$ cat config.mk
export PLATFORM = sky130hd
export DESIGN_NAME = ifu_fetch
export DESIGN_NICKNAME = d
export VERILOG_FILES = /design/src/rtl/ifu_fetch_pkg.sv /design/src/rtl/ifu_fetch_ifid_reg.sv /design/src/rtl/ifu_fetch.sv
export SDC_FILE = /design/constraint.sdc
export NUM_CORES = 1
export LEC_CHECK = 0
export ABC_AREA = 0
export BUFFER_PORTS_ARGS = -buffer_cell sky130_fd_sc_hd__buf_2
export CAP_MARGIN = 40
export CORE_MARGIN = 8
export CORE_UTILIZATION = 50
export DETAILED_ROUTE_END_ITERATION = 8
export PLACE_DENSITY_LB_ADDON = 0.1
export RECOVER_POWER = 25
export SYNTH_ARGS = -nofsm -noshare
export SYNTH_HDL_FRONTEND = slang
export SYNTH_SLANG_ARGS = --single-unit
$ cat constraint.sdc
create_clock -name clk -period 4.7 [get_ports clk]
set_input_delay 1.41 -clock clk [delete_from_list [all_inputs] [get_ports clk]]
set_output_delay 1.41 -clock clk [all_outputs]
set_load 0.01 [all_outputs]
$ cat src/rtl/ifu_fetch_pkg.sv
// rtl/ifu_fetch_pkg.sv - shared fetch-stage constants and exception codes
package ifu_fetch_pkg;

    localparam logic [31:0] PC_RESET_DEF   = 32'h0000_3000;
    localparam logic [31:0] IM_BASE_DEF    = 32'h0000_3000;
    localparam logic [31:0] HANDLER_PC_DEF = 32'h0000_4180;
    localparam logic [31:0] IM_BYTES_DEF   = 32'h0000_2000;

    localparam logic [4:0] EXC_NONE = 5'd0;
    localparam logic [4:0] EXC_ADEL = 5'd4;

endpackage

$ cat src/rtl/ifu_fetch_ifid_reg.sv
// rtl/ifu_fetch_ifid_reg.sv - IF/ID pipeline register with load/hold/flush
module ifid_reg (
    input  logic        clk,
    input  logic        reset,
    input  logic        load,
    input  logic        flush,
    input  logic [31:0] in_instr,
    input  logic [31:0] in_pc,
    input  logic [31:0] in_pc8,
    input  logic        in_bd,
    input  logic [4:0]  in_exc,
    output logic [31:0] d_instr,
    output logic [31:0] d_pc,
    output logic [31:0] d_pc8,
    output logic        d_valid,
    output logic        d_bd,
    output logic [4:0]  d_exc
);

    logic [31:0] d_instr_q, d_instr_d;
    logic [31:0] d_pc_q, d_pc_d;
    logic [31:0] d_pc8_q, d_pc8_d;
    logic        d_valid_q, d_valid_d;
    logic        d_bd_q, d_bd_d;
    logic [4:0]  d_exc_q, d_exc_d;

    // Flush beats load; neither asserted means hold.
    always_comb begin
        d_instr_d = d_instr_q;
        d_pc_d    = d_pc_q;
        d_pc8_d   = d_pc8_q;
        d_valid_d = d_valid_q;
        d_bd_d    = d_bd_q;
        d_exc_d   = d_exc_q;
        if (flush) begin
            d_instr_d = 32'd0;
            d_pc_d    = 32'd0;
            d_pc8_d   = 32'd0;
            d_valid_d = 1'b0;
            d_bd_d    = 1'b0;
            d_exc_d   = 5'd0;
        end else if (load) begin
            d_instr_d = in_instr;
            d_pc_d    = in_pc;
            d_pc8_d   = in_pc8;
            d_valid_d = 1'b1;
            d_bd_d    = in_bd;
            d_exc_d   = in_exc;
        end
    end

    always_ff @(posedge clk) begin
        if (reset) begin
            d_instr_q <= 32'd0;
            d_pc_q    <= 32'd0;
            d_pc8_q   <= 32'd0;
            d_valid_q <= 1'b0;
            d_bd_q    <= 1'b0;
            d_exc_q   <= 5'd0;
        end else begin
            d_instr_q <= d_instr_d;
            d_pc_q    <= d_pc_d;
            d_pc8_q   <= d_pc8_d;
            d_valid_q <= d_valid_d;
            d_bd_q    <= d_bd_d;
            d_exc_q   <= d_exc_d;
        end
    end

    assign d_instr = d_instr_q;
    assign d_pc    = d_pc_q;
    assign d_pc8   = d_pc8_q;
    assign d_valid = d_valid_q;
    assign d_bd    = d_bd_q;
    assign d_exc   = d_exc_q;

endmodule

$ cat src/rtl/ifu_fetch.sv
// rtl/ifu_fetch.sv - PC register, next-PC mux and IF/ID feed; FETCH_ADEL_CHECK_EN enables fetch AdEL detection
module ifu_fetch
    import ifu_fetch_pkg::*;
#(
    parameter logic [31:0] PC_RESET   = PC_RESET_DEF,
    parameter logic [31:0] IM_BASE    = IM_BASE_DEF,
    parameter logic [31:0] HANDLER_PC = HANDLER_PC_DEF,
    parameter logic [31:0] IM_BYTES   = IM_BYTES_DEF
) (
    input  logic        clk,
    input  logic        reset,
    input  logic        stall,
    input  logic        redirect,
    input  logic [31:0] redirect_pc,
    input  logic        exc_req,
    input  logic        eret_req,
    input  logic [31:0] epc,
    input  logic        d_is_branch,
    output logic [31:0] im_addr,
    input  logic [31:0] im_instr,
    output logic [31:0] f_pc,
    output logic [31:0] d_instr,
    output logic [31:0] d_pc,
    output logic [31:0] d_pc8,
    output logic        d_valid,
    output logic        d_bd,
    output logic [4:0]  d_exc
);

    logic [31:0] pc_q, pc_d;
    logic        ifid_load;
    logic        ifid_flush;
    logic        ifid_bd;
    logic [31:0] fetch_instr;
    logic [4:0]  fetch_exc;

    assign im_addr = pc_q - IM_BASE;
    assign f_pc    = pc_q;

`ifdef FETCH_ADEL_CHECK_EN
    logic adel;
    assign adel        = (pc_q[1:0] != 2'b00) || (im_addr >= IM_BYTES);
    assign fetch_instr = adel ? 32'd0 : im_instr;
    assign fetch_exc   = adel ? EXC_ADEL : EXC_NONE;
`else
    assign fetch_instr = im_instr;
    assign fetch_exc   = EXC_NONE;
`endif

    // Priority: exc > eret > stall > redirect > sequential. Reset handled in the flop.
    always_comb begin
        pc_d       = pc_q + 32'd4;
        ifid_load  = 1'b0;
        ifid_flush = 1'b0;
        ifid_bd    = d_is_branch;
        if (exc_req) begin
            pc_d       = HANDLER_PC;
            ifid_flush = 1'b1;
        end else if (eret_req) begin
            pc_d       = epc;
            ifid_flush = 1'b1;
        end else if (stall) begin
            pc_d = pc_q;
        end else if (redirect) begin
            // The word fetched this cycle is the delay slot of the redirecting branch.
            pc_d      = redirect_pc;
            ifid_load = 1'b1;
            ifid_bd   = 1'b1;
        end else begin
            ifid_load = 1'b1;
        end
    end

    always_ff @(posedge clk) begin
        if (reset) begin
            pc_q <= PC_RESET;
        end else begin
            pc_q <= pc_d;
        end
    end

    ifid_reg u_ifid_reg (
        .clk      (clk),
        .reset    (reset),
        .load     (ifid_load),
        .flush    (ifid_flush),
        .in_instr (fetch_instr),
        .in_pc    (pc_q),
        .in_pc8   (pc_q + 32'd8),
        .in_bd    (ifid_bd),
        .in_exc   (fetch_exc),
        .d_instr  (d_instr),
        .d_pc     (d_pc),
        .d_pc8    (d_pc8),
        .d_valid  (d_valid),
        .d_bd     (d_bd),
        .d_exc    (d_exc)
    );

endmodule
==> impl_metrics.py <==
metrics = {
    "critical_path": {
        "cp_cell_sequence": "a21oi_1, nor3b_1, nand2_1, nor4_1, xor2_1, buf_2",
        "worstRegToRegCells": 6,
        "critPathLaunchType": "flip-flop",
        "critPathMaxFanout": 15,
        "cp_slowest_cell": "nor3b_1",
        "crit_path_end_kind": "primary output",
        "required_ns": 3.29,
        "worstReg2RegEnd": "f_pc[26]",
        "cp.arrival_ns": 2.55,
        "critPathKind": "reg2out",
        "critPathMaxStageDelay_ns": 0.61,
        "r2r_start": "f_pc[12]",
        "worst-path-buf-inv": 1,
        "reg2reg_slack_ns": 2.04,
        "path_delay_family": "simple AND/OR/NAND/NOR gates",
    },
    "place": {
        "io_buffers": 264,
        "place_congestion": 0.937,
        "dp_hpwl_um": 17100,
    },
    "timing": {
        "rsz0062_at_grt": "false",
        "max_freq_ghz": 0.253,
        "finalMaxSlewViolations": 41,
        "period_share_pct": 84.2,
        "setup_violations": 0,
        "final.setup.tns_ns": 0,
        "max_slew_margin_pct": -19.1,
        "hold_viol_final": 0,
        "worstMarginPinSlew_ns": 1.79,
        "layout_min_cycle_time_ns": 3.96,
        "clock_skew_ns": 0.00469,
    },
    "detailed_routing": {
        "num_vias": 7022,
        "routedWlPerCell_um": 18.3,
        "drt-pass1-iter-count": 5,
        "vias_per_cell": 5.47,
        "drc": 0,
        "detail-route-antenna-nets": 0,
        "drt_iter0_drc": 804,
        "drt_wl_total_um": 23400,
    },
    "layout": {
        "syn2layout_area_growth_pct": 24.4,
        "drive_gt1_share_pct": 22.8,
        "regArea_um2": 2540,
        "num-fill-cells": 1301,
        "multi_input_area_um2": 3580,
        "diodes": 0,
        "fin_nets": 1201,
        "fin_util_pct": 63.2,
    },
    "synth": {
        "synth_top_family_by_area": "simple AND/OR/NAND/NOR gates",
        "ys_warn_count": 0,
        "synthCells": 903,
        "ys_top_cells_by_area": "dfxtp_1, a21oi_1, nand2_1",
        "muxShareOfSynthArea_pct": 1.05,
        "yosys.area_share.simple_pct": 24.3,
        "ys.flop_type": "dfxtp_1",
        "synth_top_area_share_pct": 38.1,
        "synth_edf_count": 0,
        "yosys.area_share.xor_xnor_pct": 5.90,
        "synth_cell_type_count": 59,
        "ys_ff_latch": 127,
        "ys_seq_area_share_pct": 38.1,
        "yosys.area.top_type": "dfxtp_1",
        "synth.most_common_cell": "nand2_1",
        "synth_common_cells": "nand2_1, a21oi_1, dfxtp_1",
        "avgSynthCellArea_um2": 7.39,
        "synth_compound_area_share_pct": 21.3,
        "synth-adder-area-share_pct": 0.562,
        "netlist_area_um2": 6680,
        "synth_async_sr_flop_share_pct": 0,
    },
    "clock_tree": {
        "clock_latency_ns": 0.41,
        "cts_hold_buffers": 0,
        "clockRootBuffer": "clkbuf_16",
        "cts_repair_resize_count": 0,
        "clk_pin_slew_ns": 0.06,
        "cts_tree": "done",
        "h-tree-depth": 4,
        "cts_max_path_buffers": 2,
        "post_cts_buffers": 0,
        "clock_sinks": 127,
        "cts_buffers": 17,
    },
    "worst_hold_path": {
        "whs_endpoint": "u_ifid_reg.d_pc[7]",
        "min_path_type": "reg2reg",
        "whs_path_depth": 2,
        "hp-start": "u_ifid_reg.d_pc[7]",
    },
    "global_routing": {
        "antenna_found_initial": 0,
        "grt_pass1_wl_um": 37200,
        "grt_max_degree": 72,
        "grt-ovfl-total": 0,
        "grt_use_total_pct": 26.2,
        "grt_pass1_vias": 6761,
    },
    "die": {
        "dieWidth_um": 132,
        "core_um2": 13100,
        "core.rowCount": 42,
        "dieHeight_um": 132,
        "initial_utilization_pct": 50.8,
        "die-area_um2": 17300,
        "top_level_ports": 270,
    },
    "flow_run": {
        "cap_violations": 1,
    },
    "pwr": {
        "powerDensity_nw_per_um2": 331,
        "vdd.ir_drop.worst_mv": 0.251,
        "p_leak_nw": 3.32,
    },
    "status": {
        "violations": "capacitance limit, slew limit",
        "outcome": "finished, violations left",
    },
}
[registers in the layout, summed over array words and instances, names as in the netlist, named ones only]
name and cells:
u_ifid_reg.d_pc 29, u_ifid_reg.d_valid 1, f_pc 30, u_ifid_reg.d_instr 32, u_ifid_reg.d_bd 1, u_ifid_reg.d_pc8 32
[final cells by class]
class | count | area share (%)
clock inverter | 10 | 1.04
tap | 176 | 2.65
inverter | 15 | 0.678
clock buffer | 22 | 5.71
multi-input combinational | 660 | 43.1
sequential | 127 | 30.6
timing repair buffer | 274 | 16.2
[worst max-delay path by stage]
| stage | startpoint | to | slack, ns | cells after the start |
|---|---|---|---|---|
| floorplan | f_pc[25] | im_addr[31] | 1.50 | 6 |
| finish | f_pc[14] | im_addr[25] | 0.74 | 6 |
| global route | f_pc[14] | im_addr[25] | 0.64 | 6 |
| CTS | f_pc[14] | im_addr[25] | 0.74 | 6 |
| detailed placement | f_pc[14] | im_addr[25] | 1.18 | 6 |
| global placement | f_pc[14] | im_addr[25] | 1.23 | 6 |
[routing by layer]
metal | wire (µm) | GRT usage (%) | up-vias
met3 | 2260 | 7.74 | 24
met5 | 0 | 0 | -
met1 | 10400 | 35.1 | 3160
li1 | - | - | 3484
met2 | 10500 | 39.8 | 354
met4 | 270 | 7.72 | 0
[worst reg2reg max path, cell delays in order, from the launching register on]
cell     delay, ns
dfxtp_1       0.55
ha_1          0.42
nand4_2       0.22
or4_1         0.78
o31a_1        0.36
o21ai_1       0.13
a21oi_1       0.08
[report_power, final]
group,switching (mW),leakage (nW),internal [mW]
Combinational,0.214,2.02,0.147
Sequential,0.0544,1.03,1.10
Clock,0.475,0.272,0.765
Total,0.743,3.32,2.01
[stage by stage]
stage / total power [mW] / setup WS [ns] / hold slack [ns] / cells / instance area, µm²
final: 2.75 / 0.742 / 0.451 / 1284 / 8310
after CTS: 2.77 / 0.736 / 0.451 / 1284 / 8400
after global placement: 1.53 / 1.23 / 0.439 / 1249 / 7770
after global routing: 2.86 / 0.642 / 0.469 / 1284 / 8310
after floorplan: 1.39 / 1.50 / 0.458 / 907 / 6690
after detailed placement: 1.53 / 1.18 / 0.444 / 1252 / 7840
[placed cells by master (no fill, tap or decap), types with 3 or more instances in the layout]
| cell | count |
|---|---|
| buf_2 | 193 |
| nand2_1 | 178 |
| a21oi_1 | 139 |
| dfxtp_1 | 127 |
| clkbuf_1 | 73 |
| o21ai_0 | 58 |
| nor2_1 | 49 |
| xnor2_1 | 26 |
| nor3_1 | 23 |
| xor2_1 | 19 |
| nand3_1 | 17 |
| clkbuf_16 | 17 |
| nand4_1 | 15 |
| inv_1 | 15 |
| nor4_1 | 14 |
| a211oi_1 | 11 |
| and3_1 | 8 |
| mux2i_1 | 7 |
| buf_4 | 7 |
| or2_2 | 6 |
| nor3b_1 | 5 |
| conb_1 | 5 |
| clkinv_2 | 5 |
| a221oi_1 | 4 |
| or4_1 | 4 |
| and2_1 | 4 |
| o21ai_1 | 4 |
| a211o_1 | 4 |
| a22oi_1 | 4 |
| nor2b_1 | 3 |
| o31a_1 | 3 |
| o211ai_1 | 3 |
| nor3_2 | 3 |
| ha_1 | 3 |
| clkinvlp_4 | 3 |
| clkbuf_8 | 3 |
[kinds of logic (layout without fill, tap and decap cells)]
| family | after synthesis | in the layout |
|---|---|---|
| AO/OA/AOI/OAI | 253 | 253 |
| buffers and inverters | 120 | 321 |
| XOR/XNOR | 45 | 45 |
| flip-flops | 127 | 127 |
| multiplexers | 7 | 7 |
| adder cells (fa/ha/maj) | 3 | 3 |
| other | 1 | 5 |
| AND/OR/NAND/NOR | 347 | 347 |
No activity file was read; power rests on OpenSTA's default activity.
